## config.mk

```make
export PLATFORM = sky130hd
export DESIGN_NAME = l2_port_arbiter
export DESIGN_NICKNAME = d
export VERILOG_FILES = /design/src/rtl/l2_arb_pkg.sv /design/src/rtl/l2_rr_pick.sv /design/src/rtl/l2_port_arbiter.sv
export SDC_FILE = /design/constraint.sdc
export NUM_CORES = 1
export LEC_CHECK = 0
export CORE_ASPECT_RATIO = 0.7
export CORE_UTILIZATION = 37
export DETAILED_ROUTE_END_ITERATION = 8
export PLACE_DENSITY = 0.8
export SLEW_MARGIN = 20
export SYNTH_ARGS = -nofsm -noshare
export SYNTH_HDL_FRONTEND = slang
export SYNTH_SLANG_ARGS = --single-unit
```

## constraint.sdc

```tcl
create_clock -name clk -period 3.35 [get_ports clk]
set_input_delay 0.8375 -clock clk [delete_from_list [all_inputs] [get_ports clk]]
set_output_delay 0.8375 -clock clk [all_outputs]
set_load 0.05 [all_outputs]
```

## src/rtl/l2_arb_pkg.sv

```systemverilog
// Shared types and constants for the L2 port arbiter: FSM state encoding and
// request opcodes as seen on the L1/L2 request channels.
package l2_arb_pkg;

  typedef enum logic [1:0] {
    IDLE = 2'd0,
    BUSY = 2'd1,
    RESP = 2'd2
  } arb_state_t;

  localparam logic OP_READ  = 1'b0;
  localparam logic OP_WRITE = 1'b1;

endpackage

```

## src/rtl/l2_rr_pick.sv

```systemverilog
// Combinational round-robin picker: first set request bit at or above ptr,
// wrapping around to bit 0.
module l2_rr_pick #(
  parameter int NUM_REQ = 2
) (
  input  logic [NUM_REQ-1:0]         req,
  input  logic [$clog2(NUM_REQ)-1:0] ptr,
  output logic                       any,
  output logic [$clog2(NUM_REQ)-1:0] winner
);

  localparam int IW = $clog2(NUM_REQ);
  localparam logic [IW:0] NREQ_W = (IW+1)'(NUM_REQ);

  logic [IW:0]   slot_s;
  logic [IW-1:0] idx_s;

  // Scan from ptr upward, keeping only the first requester found.
  always_comb begin
    any    = 1'b0;
    winner = '0;
    slot_s = '0;
    idx_s  = '0;
    for (int i = 0; i < NUM_REQ; i++) begin
      slot_s = {1'b0, ptr} + (IW+1)'(i);
      if (slot_s >= NREQ_W) begin
        idx_s = IW'(slot_s - NREQ_W);
      end else begin
        idx_s = slot_s[IW-1:0];
      end
      if (!any && req[idx_s]) begin
        any    = 1'b1;
        winner = idx_s;
      end else begin
        any    = any;
      end
    end
  end

endmodule

```

## src/rtl/l2_port_arbiter.sv

```systemverilog
// Round-robin arbiter sharing one L2 request port among NUM_REQ L1 clients,
// with a single outstanding transaction and an optional response timeout.
module l2_port_arbiter
  import l2_arb_pkg::*;
#(
  parameter int NUM_REQ        = 2,
  parameter int ADDR_WIDTH     = 32,
  parameter int DATA_WIDTH     = 32,
  parameter int TIMEOUT_CYCLES = 256
) (
  input  logic                            clk,
  input  logic                            rst,
  input  logic [NUM_REQ-1:0]              req_valid,
  input  logic [NUM_REQ*ADDR_WIDTH-1:0]   req_addr,
  input  logic [NUM_REQ-1:0]              req_op,
  input  logic [NUM_REQ*DATA_WIDTH-1:0]   req_wdata,
  output logic [NUM_REQ-1:0]              resp_valid,
  output logic [DATA_WIDTH-1:0]           resp_data,
  output logic                            resp_err,
  output logic                            l2_req_valid,
  output logic [ADDR_WIDTH-1:0]           l2_req_addr,
  output logic                            l2_req_op,
  output logic [DATA_WIDTH-1:0]           l2_write_data,
  input  logic                            l2_resp_valid,
  input  logic [DATA_WIDTH-1:0]           l2_resp_data,
  output logic [$clog2(NUM_REQ)-1:0]      grant_id,
  output logic                            busy
);

  localparam int IW = $clog2(NUM_REQ);
  localparam int CW = (TIMEOUT_CYCLES > 0) ? $clog2(TIMEOUT_CYCLES + 1) : 1;
  localparam bit TO_EN = (TIMEOUT_CYCLES > 0);
  localparam logic [CW-1:0] TO_LIMIT = CW'(TIMEOUT_CYCLES);
  localparam logic [CW-1:0] CNT_MAX  = {CW{1'b1}};
  localparam logic [IW-1:0] LAST_ID  = IW'(NUM_REQ - 1);
  localparam logic [NUM_REQ-1:0] ONE_HOT0 = {{(NUM_REQ-1){1'b0}}, 1'b1};

  arb_state_t            state_q, state_d;
  logic [IW-1:0]         rr_ptr_q, rr_ptr_d;
  logic [IW-1:0]         grant_id_q, grant_id_d;
  logic [CW-1:0]         to_cnt_q, to_cnt_d;
  logic [NUM_REQ-1:0]    resp_valid_q, resp_valid_d;
  logic [DATA_WIDTH-1:0] resp_data_q, resp_data_d;
  logic                  resp_err_q, resp_err_d;
  logic                  l2_req_valid_q, l2_req_valid_d;
  logic [ADDR_WIDTH-1:0] l2_req_addr_q, l2_req_addr_d;
  logic                  l2_req_op_q, l2_req_op_d;
  logic [DATA_WIDTH-1:0] l2_write_data_q, l2_write_data_d;
  logic                  busy_q, busy_d;

  logic                  pick_any_s;
  logic [IW-1:0]         pick_winner_s;
  logic [CW-1:0]         to_cnt_inc_s;

  l2_rr_pick #(
    .NUM_REQ (NUM_REQ)
  ) u_pick (
    .req    (req_valid),
    .ptr    (rr_ptr_q),
    .any    (pick_any_s),
    .winner (pick_winner_s)
  );

  // Saturating so a huge TIMEOUT_CYCLES can never wrap the count.
  assign to_cnt_inc_s = (to_cnt_q == CNT_MAX) ? to_cnt_q : to_cnt_q + CW'(1);

  // Next-state and next-output logic for the IDLE/BUSY/RESP transaction cycle.
  always_comb begin
    state_d         = state_q;
    rr_ptr_d        = rr_ptr_q;
    grant_id_d      = grant_id_q;
    to_cnt_d        = to_cnt_q;
    resp_valid_d    = '0;
    resp_data_d     = resp_data_q;
    resp_err_d      = resp_err_q;
    l2_req_valid_d  = l2_req_valid_q;
    l2_req_addr_d   = l2_req_addr_q;
    l2_req_op_d     = l2_req_op_q;
    l2_write_data_d = l2_write_data_q;

    case (state_q)
      IDLE: begin
        if (pick_any_s) begin
          state_d         = BUSY;
          grant_id_d      = pick_winner_s;
          rr_ptr_d        = (pick_winner_s == LAST_ID) ? '0 : pick_winner_s + IW'(1);
          to_cnt_d        = '0;
          l2_req_valid_d  = 1'b1;
          l2_req_addr_d   = req_addr[int'(pick_winner_s)*ADDR_WIDTH +: ADDR_WIDTH];
          l2_req_op_d     = req_op[pick_winner_s];
          l2_write_data_d = req_wdata[int'(pick_winner_s)*DATA_WIDTH +: DATA_WIDTH];
        end else begin
          state_d = IDLE;
        end
      end
      BUSY: begin
        // A response arriving on the timeout cycle takes priority over the error.
        if (l2_resp_valid) begin
          state_d        = RESP;
          resp_data_d    = l2_resp_data;
          resp_err_d     = 1'b0;
          resp_valid_d   = ONE_HOT0 << grant_id_q;
          l2_req_valid_d = 1'b0;
        end else if (TO_EN && (to_cnt_inc_s == TO_LIMIT)) begin
          state_d        = RESP;
          resp_data_d    = '0;
          resp_err_d     = 1'b1;
          resp_valid_d   = ONE_HOT0 << grant_id_q;
          l2_req_valid_d = 1'b0;
        end else begin
          to_cnt_d = to_cnt_inc_s;
        end
      end
      RESP: begin
        state_d = IDLE;
      end
      default: begin
        state_d        = IDLE;
        l2_req_valid_d = 1'b0;
      end
    endcase

    busy_d = (state_d != IDLE);
  end

  // State and registered outputs.
  always_ff @(posedge clk) begin
    if (rst) begin
      state_q         <= IDLE;
      rr_ptr_q        <= '0;
      grant_id_q      <= '0;
      to_cnt_q        <= '0;
      resp_valid_q    <= '0;
      resp_data_q     <= '0;
      resp_err_q      <= 1'b0;
      l2_req_valid_q  <= 1'b0;
      l2_req_addr_q   <= '0;
      l2_req_op_q     <= OP_READ;
      l2_write_data_q <= '0;
      busy_q          <= 1'b0;
    end else begin
      state_q         <= state_d;
      rr_ptr_q        <= rr_ptr_d;
      grant_id_q      <= grant_id_d;
      to_cnt_q        <= to_cnt_d;
      resp_valid_q    <= resp_valid_d;
      resp_data_q     <= resp_data_d;
      resp_err_q      <= resp_err_d;
      l2_req_valid_q  <= l2_req_valid_d;
      l2_req_addr_q   <= l2_req_addr_d;
      l2_req_op_q     <= l2_req_op_d;
      l2_write_data_q <= l2_write_data_d;
      busy_q          <= busy_d;
    end
  end

  assign resp_valid    = resp_valid_q;
  assign resp_data     = resp_data_q;
  assign resp_err      = resp_err_q;
  assign l2_req_valid  = l2_req_valid_q;
  assign l2_req_addr   = l2_req_addr_q;
  assign l2_req_op     = l2_req_op_q;
  assign l2_write_data = l2_write_data_q;
  assign grant_id      = grant_id_q;
  assign busy          = busy_q;

endmodule

```

======== Word level (Yosys, flattened, before mapping) ========
Index checks and enable logic that the tools add are counted.
storage, ports and cells
  logic and storage cells ................. 78
  input port bits ......................... 167
  flip-flop bits (word level) ............. 115
  output and inout port bits .............. 103
cells by class
  magnitude comparators ................... 5
  equal/unequal tests ..................... 8
  add/subtract/negate cells ............... 5
  bitwise logic cells ..................... 2
  reduce and logical (&&, ||, !) cells .... 11
  shift-type cells ........................ 3
  multiplexer cells ....................... 32
operators by type and width
  cell                   number
  $shiftx A64 B7 Y32     2
  $mux W32               2
  $mux W9                4
  $mux W1                19
  $eq A9 B9 Y1 const B   2
  $pmux W9 S2            1
  $add A9 B1 Y9 const B  1
  $mux W2                4
  $lt A1 B2 Y1 const B   3
  $ne A2 B2 Y1 const B   3
  $reduce_bool A2 Y1     3
  $pmux W2 S2            1
  $reduce_and A2 Y1      2
  $reduce_and A4 Y1      1
  $ne A3 B3 Y1 const B   1
  $pmux W1 S3            1
  $reduce_and A3 Y1      1
  $add A1 B1 Y2 const B  1
  $eq A2 B1 Y1 const B   1
  $eq A2 B2 Y1 const B   1
  $ge A1 B2 Y1 const B   1
  $ge A2 B2 Y1 const B   1
  $logic_not A2 Y1       1
  $not A1 Y1             2
  other kinds (6)        7

======== Longest topological paths before layout ========
Gate-level depths: netlist (run 1).
  depth after elaboration ................. 11
  depth in mapped cells ................... 8
  mapped depth without buffers ............ 7

======== Modules after synthesis ========
From an unflattened synthesis (run 1), not the netlist that was laid out.
unflattened totals
  cell total of the unflattened synthesis .. 561
  area, all modules ....................... 5280.1 um^2
modules (own cells, without submodules)
  module           cells each  instances  area each (um^2)  sequential area each (um^2)
  l2_port_arbiter  558         1          5262.5            2302.2
  l2_rr_pick       3           1          17.5              0.0

======== Worst setup path after synthesis (run 1) ========
No wires, ideal clock.
  kind .................................... reg2reg
  from .................................... reg to_cnt_q[0]
  to ...................................... reg to_cnt_q[7]
  setup time .............................. 0.141 ns
  path buffers ............................ 1
  data required time ...................... 3.209 ns
  period minus slack after synthesis ...... 2.385 ns
  path slack .............................. 0.965 ns
  cell stages (with the launch flop) ...... 9
  arrival time ............................ 2.244 ns
  path through ............................ dfxtp_1 ha_1 nand2_1 mux2_2 a2111oi_2 a31oi_2 buf_6 nand4_1 o311ai_0
on the way
  word-level cells in the longest chain between the ends .. 5
ends and longest elaborated chain
  item                                                        RTL line                RTL
  start, declared                                             l2_port_arbiter.sv:41   logic [CW-1:0] to_cnt_q, to_cnt_d;
  start signal, assigned                                      l2_port_arbiter.sv:145  to_cnt_q <= to_cnt_d;
  $add A9 B1 Y9 or $eq A9 B9 Y1 (tied branches)               l2_port_arbiter.sv:65   assign to_cnt_inc_s = (to_cnt_q == CNT_MAX) ? to_cnt_q : to_cnt_q + CW'(1);
  $mux W9 *                                                   l2_port_arbiter.sv:65
  $eq A9 B9 Y1 or $mux W9 (tied branches)                     l2_port_arbiter.sv:104  end else if (TO_EN && (to_cnt_inc_s == TO_LIMIT)) begin
  $ne A2 B2 Y1 (no line) or $mux W9 (tied branches)           -
  $reduce_and A4 Y1 (no line) or $pmux W9 S2 (tied branches)  -
Mark *: on every way between the ends. The rest lies on a longest branch, timed or not. The select of a mux whose other input is x is not followed.
A chain may end at the register's enable or synchronous reset.

======== Worst setup path after layout (run 1) ========
  from .................................... reg to_cnt_q[0]
  to ...................................... reg resp_data_q[27], in the netlist resp_data[27]
on the way
  word-level cells in the longest chain between the ends .. 5
ends and longest elaborated chain
  item                                           RTL line                RTL
  $add A9 B1 Y9 or $eq A9 B9 Y1 (tied branches)  l2_port_arbiter.sv:65
  $mux W9 *                                      l2_port_arbiter.sv:65
  $eq A9 B9 Y1 *                                 l2_port_arbiter.sv:104
  $reduce_bool A2 Y1 (no line) *                 -
  $reduce_and A2 Y1 (no line) *                  -
  end signal, assigned                           l2_port_arbiter.sv:147  resp_data_q <= resp_data_d;
  end, declared                                  l2_port_arbiter.sv:43   logic [DATA_WIDTH-1:0] resp_data_q, resp_data_d;
Mark *: on every way between the ends. The rest lies on a longest branch, timed or not.

==> impl_metrics.toml, run 1 <==
[status]
status = "finished clean"

[critical_path]
cp_max_fo = 30
path_buf_inv = 1
cp_slowest_cell = "a2111oi_2"
worst_ep_arrival_time_ns = 3.09
critPathCaptureType = "register"
slowest_delay_ns = 0.60
critical_path_required_ns = 3.62
criticalPathCategory = "register to register"
cp-start-kind = "register"
path_delay_family = "compound AO/OA/AOI/OAI gates"
cp_cell_sequence = "ha_1, nand2_1, mux2_2, a2111oi_2, a21oi_2, buf_4, o21ai_0, a21oi_1"

[global_routing]
grt_pass1_vias = 4834
antenna_found_initial = 0
gr-total-overflow = 0
grt_pass1_wl_mm = 24.2
grtUsageTotal = 0.247
grt_max_degree = 61

[power_and_ir_drop]
ir_worst_vdd_uv = 418
p_per_area_nw_per_um2 = 550
cellLeakagePower_nw = 2.84

[logic_synthesis]
synth-simple-area-share = 0.143
synth_xor_area_frac = 0
async_flop_share = 0
synth-compound-area-share = 0.285
synthMostInstantiatedCell = "dfxtp_1"
synth_common_cells = "dfxtp_1, nor2_1, a222oi_1"
syn_nets = 658
synth-main-ff-cell = "dfxtp_1"
synthDistinctLibCells = 39
synthesis.area_um2 = 4450
yosys_warnings = 0
synth_top_family_by_area = "compound AO/OA/AOI/OAI gates"
synth_top_cell_area_share = 0.517
synth-seq-cells = 115
synth_area_leader_cell = "dfxtp_1"
avgSynthCellArea_um2 = 9.09
post_synth_inst_count = 490
synthTopCellsByArea = "dfxtp_1, a222oi_1, nor2_1"
synthAdderAreaFrac = 0.00281
synth_edf_count = 0
synthMuxAreaShare = 0.00253
seq_area_frac_synth = 0.517

[route]
vias = 5042
wl_per_cell_um = 17.3
drcViolationCount = 0
final_antenna_net_count = 0
drt_iter0_drc = 564
firstDrtPassIters = 9
via_per_inst = 5.53
wirelength_mm = 15.8

[sta]
clock-skew-final_ns = 0.00767
drv_slew = 0
hold_viol = 0
rsz0062_at_grt = "no"
max_freq_ghz = 0.355
worst_slew_pin_slew_ns = 0.704
post-route-min-period_ns = 2.82
min_period_over_period = 0.841
timing.setup.tns_ns = 0
setup_viol = 0
slew_headroom = 0.531

[placed_design]
gp_congestion = 0.908
numPortBuffers = 269
placed_cell_area_um2 = 7250
hpwl_mm = 11.1

[layout]
fin_nets = 910
final_area_um2 = 7800
syn_to_final_growth_pct = 75.2
antennaDiodeCount = 0
final_layout_size_suffix_gt1_frac = 0.0703

[clocking]
clk_pin_slew_worst_paths_ns = 0.05
h-tree-depth = 4
clock_latency_ns = 0.40
cts_buffer_depth = 2
hold_buffers = 0
clock-sinks = 115
cts-buffers-inserted = 17
cts_tree = "done"
cts_resized = 0
clock_tree.root_cell = "clkbuf_16"
post_cts_buffers = 0

[min_path]
hold_path_class = "register to register"

[floorplan]
rows = 33
start_util = 0.380
die_w_um = 133
die_h_um = 93.8
pin_count = 270
core-area_um2 = 11700
die-area_um2 = 12500

[run]
cap_viol_max_count = 0
-- routing by layer --
metal,track usage,routed length (um),vias to the layer above
met5,0,0,-
met4,0.0881,188,0
met3,0.0680,1100,18
met2,0.414,7590,233
met1,0.306,6900,2419
li1,-,-,2372
-- layout make-up --
type                    count  area (um2)
clock buffers              21         460
clock inverters            10        85.1
fillers                   917        3930
inverters                   5        18.8
multi-input cells         321        1950
flip-flops and latches    115        2300
well taps                 157         196
repair buffers            282        2790
-- report_power, final --
group	switching, mW	internal, mW
combinational	0.643	0.454
sequential	0.0580	1.47
clock	0.618	1.05
-- placed cells by master, fill, tap and decap left out, types with 4 or more instances in the layout --
cell type / instances
nand3_1: 6
nand4_1: 4
and2_1: 4
o21ai_0: 37
clkbuf_16: 17
clkinvlp_4: 4
a21oi_1: 42
nand2_1: 40
a222oi_1: 66
nor3_1: 4
buf_4: 14
dfxtp_1: 115
clkinv_2: 5
nor2_1: 78
a211oi_1: 7
inv_1: 5
clkdlybuf4s50_1: 268
-- cells by family (layout without fill, tap and decap cells) --
logic type | after synthesis | count (layout)
AOI/OAI and AO/OA | 169 | 169
and+or+nand+nor | 150 | 150
DFF | 115 | 115
buffers and inverters | 54 | 318
adders and majority gates | 1 | 1
muxes | 1 | 1
-- worst min-delay path, delay by kind of cell (launching register included) --
kind / cells / cell delay (ns)
flops: 1 / 0.30
compound gates: 2 / 0.12
-- stage by stage --
| step | setup WS (ns) | instances | hold WS (ns) | power, mW | util |
|---|---|---|---|---|---|
| after floorplan | 0.965 | 490 | 0.451 | 2.17 | - |
| after global placement | 0.716 | 880 | 0.455 | 2.62 | 0.619 |
| after detailed placement | 0.569 | 880 | 0.468 | 2.65 | 0.619 |
| after CTS | 0.583 | 911 | 0.475 | 4.33 | 0.665 |
| after global routing | 0.303 | 911 | 0.492 | 4.47 | 0.665 |
| final | 0.534 | 911 | 0.471 | 4.29 | 0.665 |
-- registers in the layout, summed over array words and instances, names as in the netlist --
name	flops
busy	1
grant_id	1
l2_req_addr	32
l2_req_op	1
l2_req_valid	1
l2_write_data	32
resp_data	32
resp_err	1
resp_valid	2
rr_ptr_q	1
state_q	2
to_cnt_q	9
-- path summary, 6_finish.rpt --
| kind | start | endpoint | slack, ns | cells past startpoint |
|---|---|---|---|---|
| max | to_cnt_q[0] | resp_data[27] | 0.53 | 8 |
| min | resp_data[22] | resp_data[22] | 0.47 | 2 |
| max reg2reg | to_cnt_q[0] | resp_data[27] | 0.53 | 8 |
| min reg2reg | resp_data[22] | resp_data[22] | 0.47 | 2 |
No activity file was read; power rests on OpenSTA's default activity.
==> run 2, diff against run 1 <==
- clock period: 3.35 -> 2.9 ns (I/O delays scaled with it)
==> impl_metrics.toml, run 2 (synthesis gave the netlist of run 1 again) <==
[status]
status = "finished clean"

[clocking]
clk_pin_slew_worst_paths_ns = 0.05
hold_buffers = 0
clock-sinks = 115
cts-buffers-inserted = 17
clock_tree.root_cell = "clkbuf_16"
cts_tree = "done"
h-tree-depth = 4
cts_buffer_depth = 2
cts_resized = 0
clock_latency_ns = 0.40
post_cts_buffers = 0

[layout]
layout_common_cells = "clkdlybuf4s50_1, dfxtp_1, nor2_1"
fill_cells = 892
fin_nets = 912
final_layout_size_suffix_gt1_frac = 0.0714
antennaDiodeCount = 0
mostFrequentLayoutCell = "clkdlybuf4s50_1"
syn_to_final_growth_pct = 76.3
post-route-util = 0.669

[route]
drt_iter0_drc = 558
vias = 5051
wirelength_mm = 15.4
wl_per_cell_um = 16.9
final_antenna_net_count = 0
drcViolationCount = 0
via_per_inst = 5.53
firstDrtPassIters = 8

[critical_path]
critical_path_required_ns = 3.14
critPathCaptureType = "register"
cp_slowest_cell = "dfxtp_1"
worst_ep_arrival_time_ns = 2.96
cpMostUsedCell = "buf_4"
critPathLaunch = "to_cnt_q[0]"
cp_max_fo = 18
r2r-start = "to_cnt_q[0]"
cp-start-kind = "register"
criticalPathCategory = "register to register"
slowest_delay_ns = 0.46
cp_cell_sequence = "ha_1, nand2_1, mux2_2, a2111oi_4, buf_4, a21oi_2, buf_4, o21ai_0, a21oi_1"

[global_routing]
grt_max_degree = 82
antenna_found_initial = 0
grt_pass1_wl_mm = 23.4
grt_pass1_vias = 4757
gr-total-overflow = 0
grtUsageTotal = 0.237

[sta]
slew_headroom = 0.444
worst_slew_pin_slew_ns = 0.834
setup_slack_ns = 0.184
drv_slew = 0
post-route-min-period_ns = 2.72
setup_viol = 0
max_freq_ghz = 0.368
clock-skew-final_ns = 0.00851
timing.setup.tns_ns = 0
rsz0062_at_grt = "no"
hold_viol = 0
min_period_over_period = 0.937
whs_ns = 0.467

[power_and_ir_drop]
ir_worst_vdd_uv = 454
cellLeakagePower_nw = 2.86
p_per_area_nw_per_um2 = 638

[min_path]
hold_start = "resp_err"
hold_path_class = "register to register"

[placed_design]
place_ws_ns = 0.0684
numPortBuffers = 269
gp_congestion = 0.912
hpwl_mm = 10.7

[floorplan]
die_w_um = 133
die-area_um2 = 12500
pin_count = 270
core-area_um2 = 11700
die_h_um = 93.8
start_util = 0.380
rows = 33

[run]
cap_viol_max_count = 0
[run 2: area by class of cell]
cell class	count	area, um2	share of cell area
clock buffer	21	450	0.0574
clock inverter	10	110	0.0140
inverter	5	18.8	0.00239
multi-input combinational	321	1970	0.251
sequential	115	2300	0.293
tap	157	196	0.0250
timing repair buffer	284	2800	0.357
[run 2: worst paths after layout]
path,endpoint,slack [ns],depth (start not counted)
max,resp_data[11],0.18,9
min,resp_err,0.47,2
max reg2reg,resp_data[11],0.18,9
min reg2reg,resp_err,0.47,2
[run 2: report_power, final]
group	total (mW)	internal [mW]	switching, mW
logic	1.27	0.527	0.741
registers	1.77	1.70	0.0686
clock network	1.97	1.27	0.694
total	5.01	3.50	1.50
[run 2: through the flow]
stage	instance area [um2]	instances	total power [mW]
floorplan	4450	490	2.51
global route	7850	913	5.21
global placement	7270	882	3.04
detailed placement	7270	882	3.06
finish	7850	913	5.01
CTS	7830	913	5.04
[run 2: metal layers]
metal,part of all wire,global-route usage,up-vias
met5,0,0,-
met4,0.0097,0.0814,0
met3,0.079,0.0658,14
met2,0.48,0.390,245
met1,0.43,0.299,2412
li1,-,-,2380
[run 2: worst max-delay path: cells and delay by family (launching register included)]
family / cells / cell delay [ns]
buffers and inverters: 2 / 0.40
multiplexers: 1 / 0.36
AO/OA/AOI/OAI: 4 / 0.81
adder cells (fa/ha/maj): 1 / 0.33
AND/OR/NAND/NOR: 1 / 0.21
flip-flops: 1 / 0.46
==> run 3, diff against run 2 <==
- SETUP_SLACK_MARGIN: default -> 0.1
==> impl_metrics.toml, run 3 (synthesis gave the netlist of run 1 again) <==
[sta]
setup_slack_ns = 0.253
rsz0062_at_grt = "no"
max_freq_ghz = 0.378
min_period_over_period = 0.913
whs_ns = 0.470
hold_viol = 0
timing.setup.tns_ns = 0
drv_slew = 0
worst_slew_pin_slew_ns = 0.830
clock-skew-final_ns = 0.00854
post-route-min-period_ns = 2.65
slew_headroom = 0.446
setup_viol = 0

[power_and_ir_drop]
power_frac_clock = 0.392
p_comb_frac = 0.255
switchingPower_mw = 1.50
ir_worst_vdd_uv = 458
switching_share = 0.300
intPower_mw = 3.51
p_per_area_nw_per_um2 = 637
p_total_mw = 5.01
p_seq_frac = 0.353
cellLeakagePower_nw = 2.87

[placed_design]
gp_congestion = 0.912
hpwl_mm = 10.7
numPortBuffers = 269
place_ws_ns = 0.0684

[route]
drt_iter0_drc = 522
firstDrtPassIters = 6
wl_per_cell_um = 16.9
final_antenna_net_count = 0
via_per_inst = 5.48
drcViolationCount = 0
vias = 5024
wirelength_mm = 15.5

[min_path]
hold_path_class = "register to register"
hold_start = "resp_err"
min_to = "resp_err"
hold_depth = 2

[layout]
post-route-util = 0.672
final_layout_size_suffix_gt1_frac = 0.0764
layout_common_cells = "clkdlybuf4s50_1, dfxtp_1, nor2_1"
syn_to_final_growth_pct = 76.9
antennaDiodeCount = 0
mostFrequentLayoutCell = "clkdlybuf4s50_1"
fin_nets = 915

[clocking]
clock_tree.root_cell = "clkbuf_16"
cts_buffer_depth = 2
clock_latency_ns = 0.40
clock-sinks = 115
cts_tree = "done"
h-tree-depth = 4
clk_pin_slew_worst_paths_ns = 0.05
cts-buffers-inserted = 17
hold_buffers = 0

[critical_path]
critPathCaptureType = "register"
cp_slowest_cell = "dfxtp_1"
critical_path_required_ns = 3.14
worst_ep_arrival_time_ns = 2.89
worst-r2r-setup-slack_ns = 0.25
cp_cell_sequence = "ha_2, nand2_1, mux2_2, a2111oi_4, buf_4, a21oi_2, buf_4, o21ai_0, a21oi_1"
cp_max_fo = 18
cp-start-kind = "register"
slowest_delay_ns = 0.46
cpMostUsedCell = "buf_4"
rr_worst_depth = 9
path_buf_inv = 2
r2r-end = "resp_data[11]"
criticalPathCategory = "register to register"
path_delay_family = "compound AO/OA/AOI/OAI gates"
r2r-start = "to_cnt_q[0]"

[global_routing]
grt_max_degree = 82
grtUsageTotal = 0.237
antenna_found_initial = 0
grt_pass1_wl_mm = 23.4
gr-total-overflow = 0
grt_pass1_vias = 4757

[floorplan]
die_w_um = 133
pin_count = 270
rows = 33
start_util = 0.380
die_h_um = 93.8
die-area_um2 = 12500
core-area_um2 = 11700

[status]
status = "finished clean"

[run]
cap_viol_max_count = 0
[run 3: cell type report]
class | count | area, um2
multi-input cells | 321 | 1970
flip-flops and latches | 115 | 2300
fillers | 887 | 3850
clock buffers | 21 | 450
well taps | 157 | 196
clock inverters | 10 | 110
inverters | 5 | 18.8
repair buffers | 287 | 2830
[run 3: power groups by stage]
| stage | Sequential, mW | Combinational, mW | Clock, mW |
|---|---|---|---|
| floorplan | 2.18 | 0.324 | 0 |
| global placement | 1.79 | 1.24 | 0 |
| detailed placement | 1.80 | 1.26 | 0 |
| CTS | 1.77 | 1.27 | 2.01 |
| global route | 1.78 | 1.34 | 2.09 |
| finish | 1.77 | 1.28 | 1.97 |
[run 3: metrics by stage]
stage | cell area [um2] | std cells
2_1_floorplan | 4450 | 490
3_3_place_gp | 7270 | 882
3_5_place_dp | 7270 | 882
4_1_cts | 7840 | 913
5_1_grt | 7880 | 916
6_report | 7880 | 916
[run 3: tightest hold or removal path, stage by stage (launching register included)]
cell and delay (ns):
dfxtp_1 0.31, inv_1 0.05, a211oi_1 0.05
[run 3: worst max path at each step]
stage,startpoint,to,slack [ns],cells after the start
2_1_floorplan,to_cnt_q[0],to_cnt_q[7],0.51,8
3_3_place_gp,to_cnt_q[0],to_cnt_q[3],0.24,8
3_5_place_dp,to_cnt_q[0],to_cnt_q[3],0.07,8
4_1_cts,to_cnt_q[0],resp_data[11],0.12,9
5_1_grt,to_cnt_q[0],resp_data[21],0.11,9
6_report,to_cnt_q[0],resp_data[11],0.25,9
[run 3: routing by layer]
layer / vias to the layer above / global-route usage / part of all wire
met2: 225 / 0.390 / 0.48
met5: - / 0 / 0
met1: 2402 / 0.299 / 0.43
li1: 2382 / - / -
met4: 0 / 0.0814 / 0.0099
met3: 15 / 0.0658 / 0.073
[run 3: repair_timing]
item	in CTS	in global routing
buffers inserted	0	3
endpoints found under the setup margin	1	41
resized for setup	1	2
pin swaps	0	1
